[src/rtl/arb16_pkg.sv]
// Shared types and helpers for the 16-way round-robin arbiter.
// Sized for a single 4:16 one-hot select decode.
package arb16_pkg;

    localparam int NREQ = 16;
    localparam int IDXW = 4;

    typedef enum logic {
        IDLE = 1'b0,
        BUSY = 1'b1
    } arb_state_e;

    function automatic logic [NREQ-1:0] idx_to_onehot(input logic [IDXW-1:0] idx);
        logic [NREQ-1:0] oh;
        oh      = '0;
        oh[idx] = 1'b1;
        return oh;
    endfunction

    function automatic logic [IDXW-1:0] inc_sat(input logic [IDXW-1:0] val);
        logic [IDXW-1:0] res;
        res = val;
        if (val != {IDXW{1'b1}}) begin
            res = val + IDXW'(1);
        end
        return res;
    endfunction

endpackage

[src/rtl/rr_pick16.sv]
// Combinational round-robin picker: first set request at or after ptr, wrapping 15 -> 0.
// Rotate so ptr lands at bit 0, fixed-priority encode, then add ptr back.
module rr_pick16
    import arb16_pkg::*;
(
    input  logic [NREQ-1:0] req,
    input  logic [IDXW-1:0] ptr,
    output logic [IDXW-1:0] pick_idx,
    output logic            pick_valid
);

    logic [2*NREQ-1:0] req_dbl;
    logic [NREQ-1:0]   req_rot;
    logic [IDXW-1:0]   rot_off;

    assign req_dbl = {req, req};
    assign req_rot = req_dbl[ptr +: NREQ];

    // Descending scan so the lowest set bit of the rotated vector wins.
    always_comb begin
        rot_off = '0;
        for (int i = NREQ - 1; i >= 0; i--) begin
            if (req_rot[i]) begin
                rot_off = IDXW'(i);
            end
        end
    end

    assign pick_idx   = ptr + rot_off;
    assign pick_valid = |req;

endmodule

[src/rtl/rr_arbiter16.sv]
// Round-robin arbiter for 16 requesters sharing one one-hot select line.
// Grants are registered; an idle cycle always separates consecutive grants.
//
//   state | meaning
//   IDLE  | no grant; pick next requester from ptr upward
//   BUSY  | one grant held until done, withdraw or hold limit
module rr_arbiter16
    import arb16_pkg::*;
#(
    parameter int MAX_HOLD = 15
) (
    input  logic            clk,
    input  logic            reset,
    input  logic [NREQ-1:0] req,
    input  logic            done,
    output logic [NREQ-1:0] gnt,
    output logic [IDXW-1:0] gnt_idx,
    output logic            gnt_valid,
    output logic            timeout
);

    localparam logic [IDXW-1:0] HOLD_LAST = IDXW'(MAX_HOLD - 1);

    arb_state_e      state_q, state_d;
    logic [IDXW-1:0] ptr_q, ptr_d;
    logic [IDXW-1:0] hold_cnt_q, hold_cnt_d;
    logic [NREQ-1:0] gnt_d;
    logic [IDXW-1:0] gnt_idx_d;
    logic            gnt_valid_d;
    logic            timeout_d;

    logic [IDXW-1:0] pick_idx;
    logic            pick_valid;
    logic            held_req;
    logic            hit_limit;
    logic            release_now;

    rr_pick16 u_pick (
        .req        (req),
        .ptr        (ptr_q),
        .pick_idx   (pick_idx),
        .pick_valid (pick_valid)
    );

    assign held_req    = req[gnt_idx];
    assign hit_limit   = (hold_cnt_q == HOLD_LAST);
    assign release_now = done || !held_req || hit_limit;

    always_comb begin
        state_d     = state_q;
        ptr_d       = ptr_q;
        hold_cnt_d  = hold_cnt_q;
        gnt_d       = gnt;
        gnt_idx_d   = gnt_idx;
        gnt_valid_d = gnt_valid;
        timeout_d   = 1'b0;

        unique case (state_q)
            IDLE: begin
                if (pick_valid) begin
                    state_d     = BUSY;
                    gnt_d       = idx_to_onehot(pick_idx);
                    gnt_idx_d   = pick_idx;
                    gnt_valid_d = 1'b1;
                    hold_cnt_d  = '0;
                end
            end
            BUSY: begin
                if (release_now) begin
                    state_d     = IDLE;
                    gnt_d       = '0;
                    gnt_idx_d   = '0;
                    gnt_valid_d = 1'b0;
                    ptr_d       = gnt_idx + IDXW'(1);
                    // Done and withdraw outrank the limit: only a pure hold-limit release pulses.
                    timeout_d   = !done && held_req && hit_limit;
                end else begin
                    hold_cnt_d = inc_sat(hold_cnt_q);
                end
            end
            default: begin
                state_d = IDLE;
            end
        endcase
    end

    always_ff @(posedge clk) begin
        if (reset) begin
            state_q    <= IDLE;
            ptr_q      <= '0;
            hold_cnt_q <= '0;
            gnt        <= '0;
            gnt_idx    <= '0;
            gnt_valid  <= 1'b0;
            timeout    <= 1'b0;
        end else begin
            state_q    <= state_d;
            ptr_q      <= ptr_d;
            hold_cnt_q <= hold_cnt_d;
            gnt        <= gnt_d;
            gnt_idx    <= gnt_idx_d;
            gnt_valid  <= gnt_valid_d;
            timeout    <= timeout_d;
        end
    end

endmodule

[config.mk]
export PLATFORM = sky130hd
export DESIGN_NAME = rr_arbiter16
export DESIGN_NICKNAME = d
export VERILOG_FILES = /design/src/rtl/arb16_pkg.sv /design/src/rtl/rr_pick16.sv /design/src/rtl/rr_arbiter16.sv
export SDC_FILE = /design/constraint.sdc
export NUM_CORES = 1
export LEC_CHECK = 0
export CAP_MARGIN = 20
export CORE_MARGIN = 2
export CORE_UTILIZATION = 55
export CTS_CLUSTER_SIZE = 20
export DETAILED_ROUTE_END_ITERATION = 8
export PLACE_DENSITY = 0.86
export SLEW_MARGIN = 20
export SYNTH_ARGS = -nofsm -noshare
export SYNTH_HDL_FRONTEND = slang
export SYNTH_SLANG_ARGS = --single-unit
[constraint.sdc]
create_clock -name clk -period 7.6 [get_ports clk]
set_clock_uncertainty 0.05 [all_clocks]
set_input_delay 1.9 -clock clk [delete_from_list [all_inputs] [get_ports clk]]
set_output_delay 1.9 -clock clk [all_outputs]
set_load 0.02 [all_outputs]
==> results.yml, run 1 <==
clock_network:
  cts_buffers: 5
  cts.path.max_buffers: 2
  cts_hold_buf: 0
  htree_num_levels: 2
  cts_tree: "built"
  ctsResizeCount: 0
  clkTransAtPathRegs_ps: 70
  clock-root-buffer: "clkbuf_8"
  post_cts_buffers: 0
  clock_sinks: 31
  clk_latency_ps: 280
worst_setup_path:
  crit_start: "req[2]"
  critPathRequiredTime_ps: 7710
  worstPathCellList: "clkdlybuf4s50_1 -> mux4_2 -> mux2_2 -> or3b_1 -> a32o_1 -> nand4_1 -> a41oi_1 -> ha_1 -> a21o_1 -> a21oi_1 -> xor2_1 -> nor2_1 -> mux2i_1 -> o21ai_1"
  crit_type: "primary input to register"
  endpoint_kind: "register"
  crit_path_top_delay_cell: "mux4_2"
  start_kind: "primary input"
  rrSetupSlack_ps: 2990
  rr_startpoint: "ptr_q[0]$_SDFFE_PP0P_"
  cp_max_fo: 6
  slowest_delay_ps: 530
  crit_arrival_ps: 5810
routing:
  via_count: 2305
  firstDrtPassIters: 4
  drtAntennaViolNets: 0
  vias_per_cell: 6.530
  drt_wl_total_mm: 6.235
  drt_iter0_drc: 187
  route.detailed.wl_per_inst_um: 17.66
  drc: 0
final_layout:
  antenna_cells: 0
  drive_gt1_frac: 0.1395
  multiInputGateArea_mm2: 0.001821
  fill_cells: 352
  utilization: 0.6893
  seq_area_um2: 620.6
  fin_cells: 353
  area_growth_pct: 19.10
  final_nets: 326
  design_area_mm2: 0.003043
sta:
  worst_slack_ps: 1896
  timing.fmax_mhz: 175.3
  hold_viol: 0
  period_minus_slack_ps: 5704
  holdWs_ps: 403.2
  slew_violations: 0
  relSlewSlack: 0.2790
  rsz0062_at_grt: "false"
  fin_tns_setup_ps: 0
  worstMarginPinSlew_ps: 1080
  finalCritPeriodShare: 0.7505
  setup_viol: 0
synth:
  synth_area_mm2: 0.002555
  syn_avg_cell_area_um2: 9.533
  synth_area_leaders: "dfxtp_1 24%, mux4_2 11%, mux2i_1 8.6%, mux4_1 8.2%, nand2_1 5.1%"
  synth.distinct_cells: 55
  ys_async_sr_fraction: 0
  syn_inst: 268
  synth-seq-area-share: 0.2429
  ys_warn_count: 0
  synth_ff_type: "dfxtp_1"
  synth_edf_count: 0
  synth_seq_cells: 31
  syn_nets: 294
  yosys.area.top_type: "dfxtp_1"
  synth_top_area_share: 0.2429
global_routing:
  grt_pass1_wl_mm: 10.75
  gr-usage-all-layers: 0.2634
  grt_pass1_vias: 2201
  grt_max_degree: 23
  overflow: 0
  antenna_found_initial: 0
hold_path:
  hp-class: "register to register"
  hp-start: "gnt[7]$_SDFFE_PP0P_"
power:
  peakVddDrop_mv: 0.2122
  pwr_density_cell_mw_per_mm2: 280.8
  p_total_mw: 0.8546
  leakagePower_nw: 1.084
floorplan:
  dieArea_mm2: 0.005206
  fp.dieH_um: 72.16
  fp.dieW_um: 72.16
  rows: 24
  initial_core_util: 0.5788
  core_region_area_mm2: 0.004414
  pin_count: 41
placed_design:
  gp_congestion: 0.9134
  port_buffers: 40
  hpwl_mm: 4.640
  place_ws_ps: 1659
  dp.cells: 345
  place_area_mm2: 0.002925
run_status:
  status: "finished clean"
job:
  cap_violations: 0
power by group:
group	internal (mW)	switching [mW]	total, mW	leakage, nW
registers	0.187	0.0583	0.245	0.252
logic	0.205	0.236	0.441	0.771
clock network	0.106	0.0622	0.168	0.0612
flip-flops by register name (all words and copies together) (netlist names):
name and count:
gnt 16, gnt_idx 4, hold_cnt_q 4, ptr_q 4, gnt_valid 1, state_q 1
timeout 1
layout by cell type, fill, tap and decap left out, types with 4 or more instances in the layout:
cell / Yosys / layout
xor2_1: 6 / 6
nor4_1: 5 / 5
nand3_1: 18 / 18
nand2_1: 35 / 35
clkdlybuf4s50_1: 0 / 40
dfxtp_1: 31 / 31
o21ai_0: 11 / 11
o21ai_1: 8 / 8
nor2_1: 22 / 22
ha_1: 6 / 6
mux2i_1: 22 / 22
nor3_1: 5 / 5
mux4_2: 12 / 12
inv_1: 4 / 4
a21oi_1: 4 / 4
mux2_2: 9 / 9
mux4_1: 8 / 8
clkbuf_8: 0 / 6
cell families after synthesis:
kind of cell	count (synthesis)	share of synthesized area
adder cells (fa/ha/maj)	7	0.03722
AND/OR/NAND/NOR	101	0.1841
multiplexers	54	0.3310
flip-flops	31	0.2429
buffers and inverters	20	0.04456
XOR/XNOR	8	0.02743
AO/OA/AOI/OAI	47	0.1327
path summary, 6_finish.rpt:
kind	endpoint	cells after the start
max	gnt[15]$_SDFFE_PP0P_	14
min	gnt[7]$_SDFFE_PP0P_	2
max reg2reg	gnt[15]$_SDFFE_PP0P_	13
min reg2reg	gnt[7]$_SDFFE_PP0P_	2
metal layers:
| layer | global-route usage | share of wire | vias to the layer above |
|---|---|---|---|
| met3 | 0.05694 | 0.074 | 9 |
| met1 | 0.3617 | 0.43 | 1120 |
| met4 | 0.08176 | 0.012 | 0 |
| met2 | 0.4179 | 0.48 | 90 |
| li1 | - | - | 1086 |
| met5 | 0 | 0 | - |
cell type report:
| class | count | share of cell area |
|---|---|---|
| multi-input cells | 217 | 0.5983 |
| flip-flops and latches | 31 | 0.2039 |
| repair buffers | 40 | 0.1316 |
| clock buffers | 6 | 0.02714 |
| well taps | 52 | 0.02138 |
| clock inverters | 2 | 0.01151 |
| inverters | 5 | 0.006168 |
critical path: cells and delay by family:
family / cells / cell delay (ps)
AO/OA/AOI/OAI: 5 / 980
AND/OR/NAND/NOR: 3 / 610
buffers and inverters: 1 / 520
adder cells (fa/ha/maj): 1 / 310
XOR/XNOR: 1 / 270
multiplexers: 3 / 1220
synthesized netlist by cell type (2+ instances only):
master	instances
nor2_1	22
nand3_1	18
nand2b_1	3
mux2_4	2
a31oi_1	3
a21oi_1	4
o211ai_2	2
clkbuf_1	6
ha_1	6
nand4_1	3
buf_2	3
dfxtp_1	31
mux4_2	12
nand2_1	35
o31ai_1	3
xnor2_1	2
o21ai_0	11
nor3_1	5
mux4_1	8
mux2_2	9
a211oi_1	2
inv_1	4
mux2i_1	22
nor4_1	5
and3_1	3
xor2_1	6
buf_6	2
o21ai_1	8
buf_1	2
No activity file was read; power rests on OpenSTA's default activity.
==> run 2, diff against run 1 <==
--- a/config.mk
+++ b/config.mk
@@ -7,10 +7,10 @@
 export LEC_CHECK = 0
 export CAP_MARGIN = 20
 export CORE_MARGIN = 2
-export CORE_UTILIZATION = 55
+export CORE_UTILIZATION = 49
 export CTS_CLUSTER_SIZE = 20
 export DETAILED_ROUTE_END_ITERATION = 8
-export PLACE_DENSITY = 0.86
+export PLACE_DENSITY = 0.81
 export SLEW_MARGIN = 20
 export SYNTH_ARGS = -nofsm -noshare
 export SYNTH_HDL_FRONTEND = slang
==> constraint.sdc (replaced) <==
create_clock -name clk -period 4.95 [get_ports clk]
set_clock_uncertainty 0.05 [all_clocks]
set_input_delay 1.2375 -clock clk [delete_from_list [all_inputs] [get_ports clk]]
set_output_delay 1.2375 -clock clk [all_outputs]
set_load 0.02 [all_outputs]
==> run 2 against run 1 <==
  * Register-to-register slack got worse by 2300 ps
  * Flip-flop and latch count unchanged
  * Routed wire length grew 8.4%
  * Total power up 60%
  * Combinational power increased by 84%
  * First-iteration DRC count fell by 9.1%
  * Sequential share of layout area down 1.9 points
  * Clock power increased by 13%
  * Highest routed layer unchanged
  * Critical path depth is the same
  * Critical endpoint is now gnt[13]$_SDFFE_PP0P_
  * Largest power group unchanged
  * Hold slack barely moved
==> results.yml, run 2 (same netlist as run 1, synthesis figures left out) <==
final_layout:
  largest_register_ff_count: 16
  final_cell_mix: "40 x clkdlybuf4s50_1, 36 x buf_4, 35 x nand2_1"
  final_nets: 362
  area_growth_pct: 31.10
  top_register: "gnt"
  final_common_cell: "clkdlybuf4s50_1"
  drive_gt1_frac: 0.2552
  fill_cells: 403
  fin_cells: 407
  antenna_cells: 0
global_routing:
  grt_pass1_vias: 2403
  grt_max_degree: 19
  grt_pass1_wl_mm: 11.36
  overflow: 0
  antenna_found_initial: 0
  gr-usage-all-layers: 0.2414
hold_path:
  hp-start: "gnt[9]$_SDFFE_PP0P_"
  worstHoldPathCells: 2
  hp-class: "register to register"
  whs_endpoint: "gnt[9]$_SDFFE_PP0P_"
sta:
  period_minus_slack_ps: 4846
  hold_viol: 0
  timing.fmax_mhz: 206.3
  worstMarginPinSlew_ps: 694.9
  relSlewSlack: 0.5324
  finalCritPeriodShare: 0.9791
  fin_tns_setup_ps: 0
  slew_violations: 0
  worst_slack_ps: 103.7
  setup_viol: 0
routing:
  drt_wl_total_mm: 6.760
  via_count: 2437
  vias_per_cell: 5.988
  firstDrtPassIters: 4
  drtAntennaViolNets: 0
  route.detailed.wl_per_inst_um: 16.61
  drt_iter0_drc: 170
  drc: 0
floorplan:
  fp.dieH_um: 76.21
  pin_count: 41
  rows: 26
  core_region_area_mm2: 0.005075
  initial_core_util: 0.5035
  dieArea_mm2: 0.005808
  fp.dieW_um: 76.21
placed_design:
  dp.cells: 399
  place_ws_ps: -210.5
  port_buffers: 40
  gp_congestion: 0.8384
  hpwl_mm: 5.224
clock_network:
  clock_sinks: 31
  cts.path.max_buffers: 2
  cts_buffers: 5
  clk_latency_ps: 280
  post_cts_buffers: 0
  clock-root-buffer: "clkbuf_8"
  cts_tree: "built"
  htree_num_levels: 2
  clkTransAtPathRegs_ps: 60
worst_setup_path:
  crit_arrival_ps: 4970
  start_kind: "primary input"
  rrSetupSlack_ps: 720
  crit_start: "req[12]"
  cp_max_fo: 6
  critPathRequiredTime_ps: 5080
  crit_type: "primary input to register"
  rr_startpoint: "ptr_q[0]$_SDFFE_PP0P_"
  rr_endpoint: "gnt[13]$_SDFFE_PP0P_"
  endpoint_kind: "register"
  reg2reg_depth: 13
power:
  leakagePower_nw: 1.248
  pwr_density_cell_mw_per_mm2: 407.1
  peakVddDrop_mv: 0.2727
job:
  cap_violations: 0
run_status:
  status: "finished clean"
-- run 2: cell types whose count changed in the layout (fill, tap and decap cells not counted), sizes merged --
cell	change
buf	+36
bufinv	-1
clkbuf	+1
-- run 2: worst max path at each step --
stage / slack (ps) / end / cells after the start
2_1_floorplan: 500 / gnt[13]$_SDFFE_PP0P_ / 13
3_3_place_gp: -70 / gnt[13]$_SDFFE_PP0P_ / 14
3_5_place_dp: -210 / gnt[13]$_SDFFE_PP0P_ / 14
4_1_cts: 90 / gnt[13]$_SDFFE_PP0P_ / 14
5_1_grt: -20 / gnt[11]$_SDFFE_PP0P_ / 15
6_report: 100 / gnt[13]$_SDFFE_PP0P_ / 14
-- run 2: metrics by stage --
stage / instance area (um^2) / hold WS [ps] / total power [mW] / utilization
6_report: 3349 / 403.5 / 1.363 / 0.6600
5_1_grt: 3349 / 425.8 / 1.450 / 0.6600
4_1_cts: 3299 / 408.6 / 1.330 / 0.6501
3_5_place_dp: 3218 / 394.4 / 1.135 / 0.6341
3_3_place_gp: 3218 / 387.9 / 1.114 / 0.6341
2_1_floorplan: 2555 / 442.2 / 0.8807 / -
-- run 2: repair_timing --
action	4_1_cts	5_1_grt
resized for setup	0	12
setup endpoints to repair	0	16
hold buffers	0	0
-- run 2: cell type report --
type                            instances  area [um^2]  area share
Multi-Input combinational cell        217         1871      0.5585
Timing Repair Buffer                   76        670.6      0.2002
Sequential cell                        31        620.6      0.1853
Tap cell                               70        87.58     0.02615
Clock buffer                            7        76.32     0.02279
Inverter                                5        18.77    0.005603
Clock inverter                          1        5.005    0.001494
-- run 2: where the power goes --
part	internal (mW)	switching, mW
logic	0.392	0.420
registers	0.287	0.0734
clock network	0.0985	0.0920
-- run 2: worst max-delay path, stage by stage --
cell and delay [ps]:
clkdlybuf4s50_1 500, mux4_2 520, mux2_2 320, or3b_1 380, a32o_1 270, nand4_1 110, a41oi_2 150, ha_1 310
a21o_1 190, a21oi_4 190, xor2_2 220, nor2_1 110, mux2_4 260, a22o_1 190
-- run 2: metal layers --
| metal | GRT usage | vias up | share of wire |
|---|---|---|---|
| met1 | 0.3107 | 1161 | 0.42 |
| met5 | 0 | - | 0 |
| met2 | 0.4035 | 101 | 0.49 |
| met4 | 0.08000 | 0 | 0.019 |
| met3 | 0.05332 | 14 | 0.072 |
| li1 | - | 1161 | - |
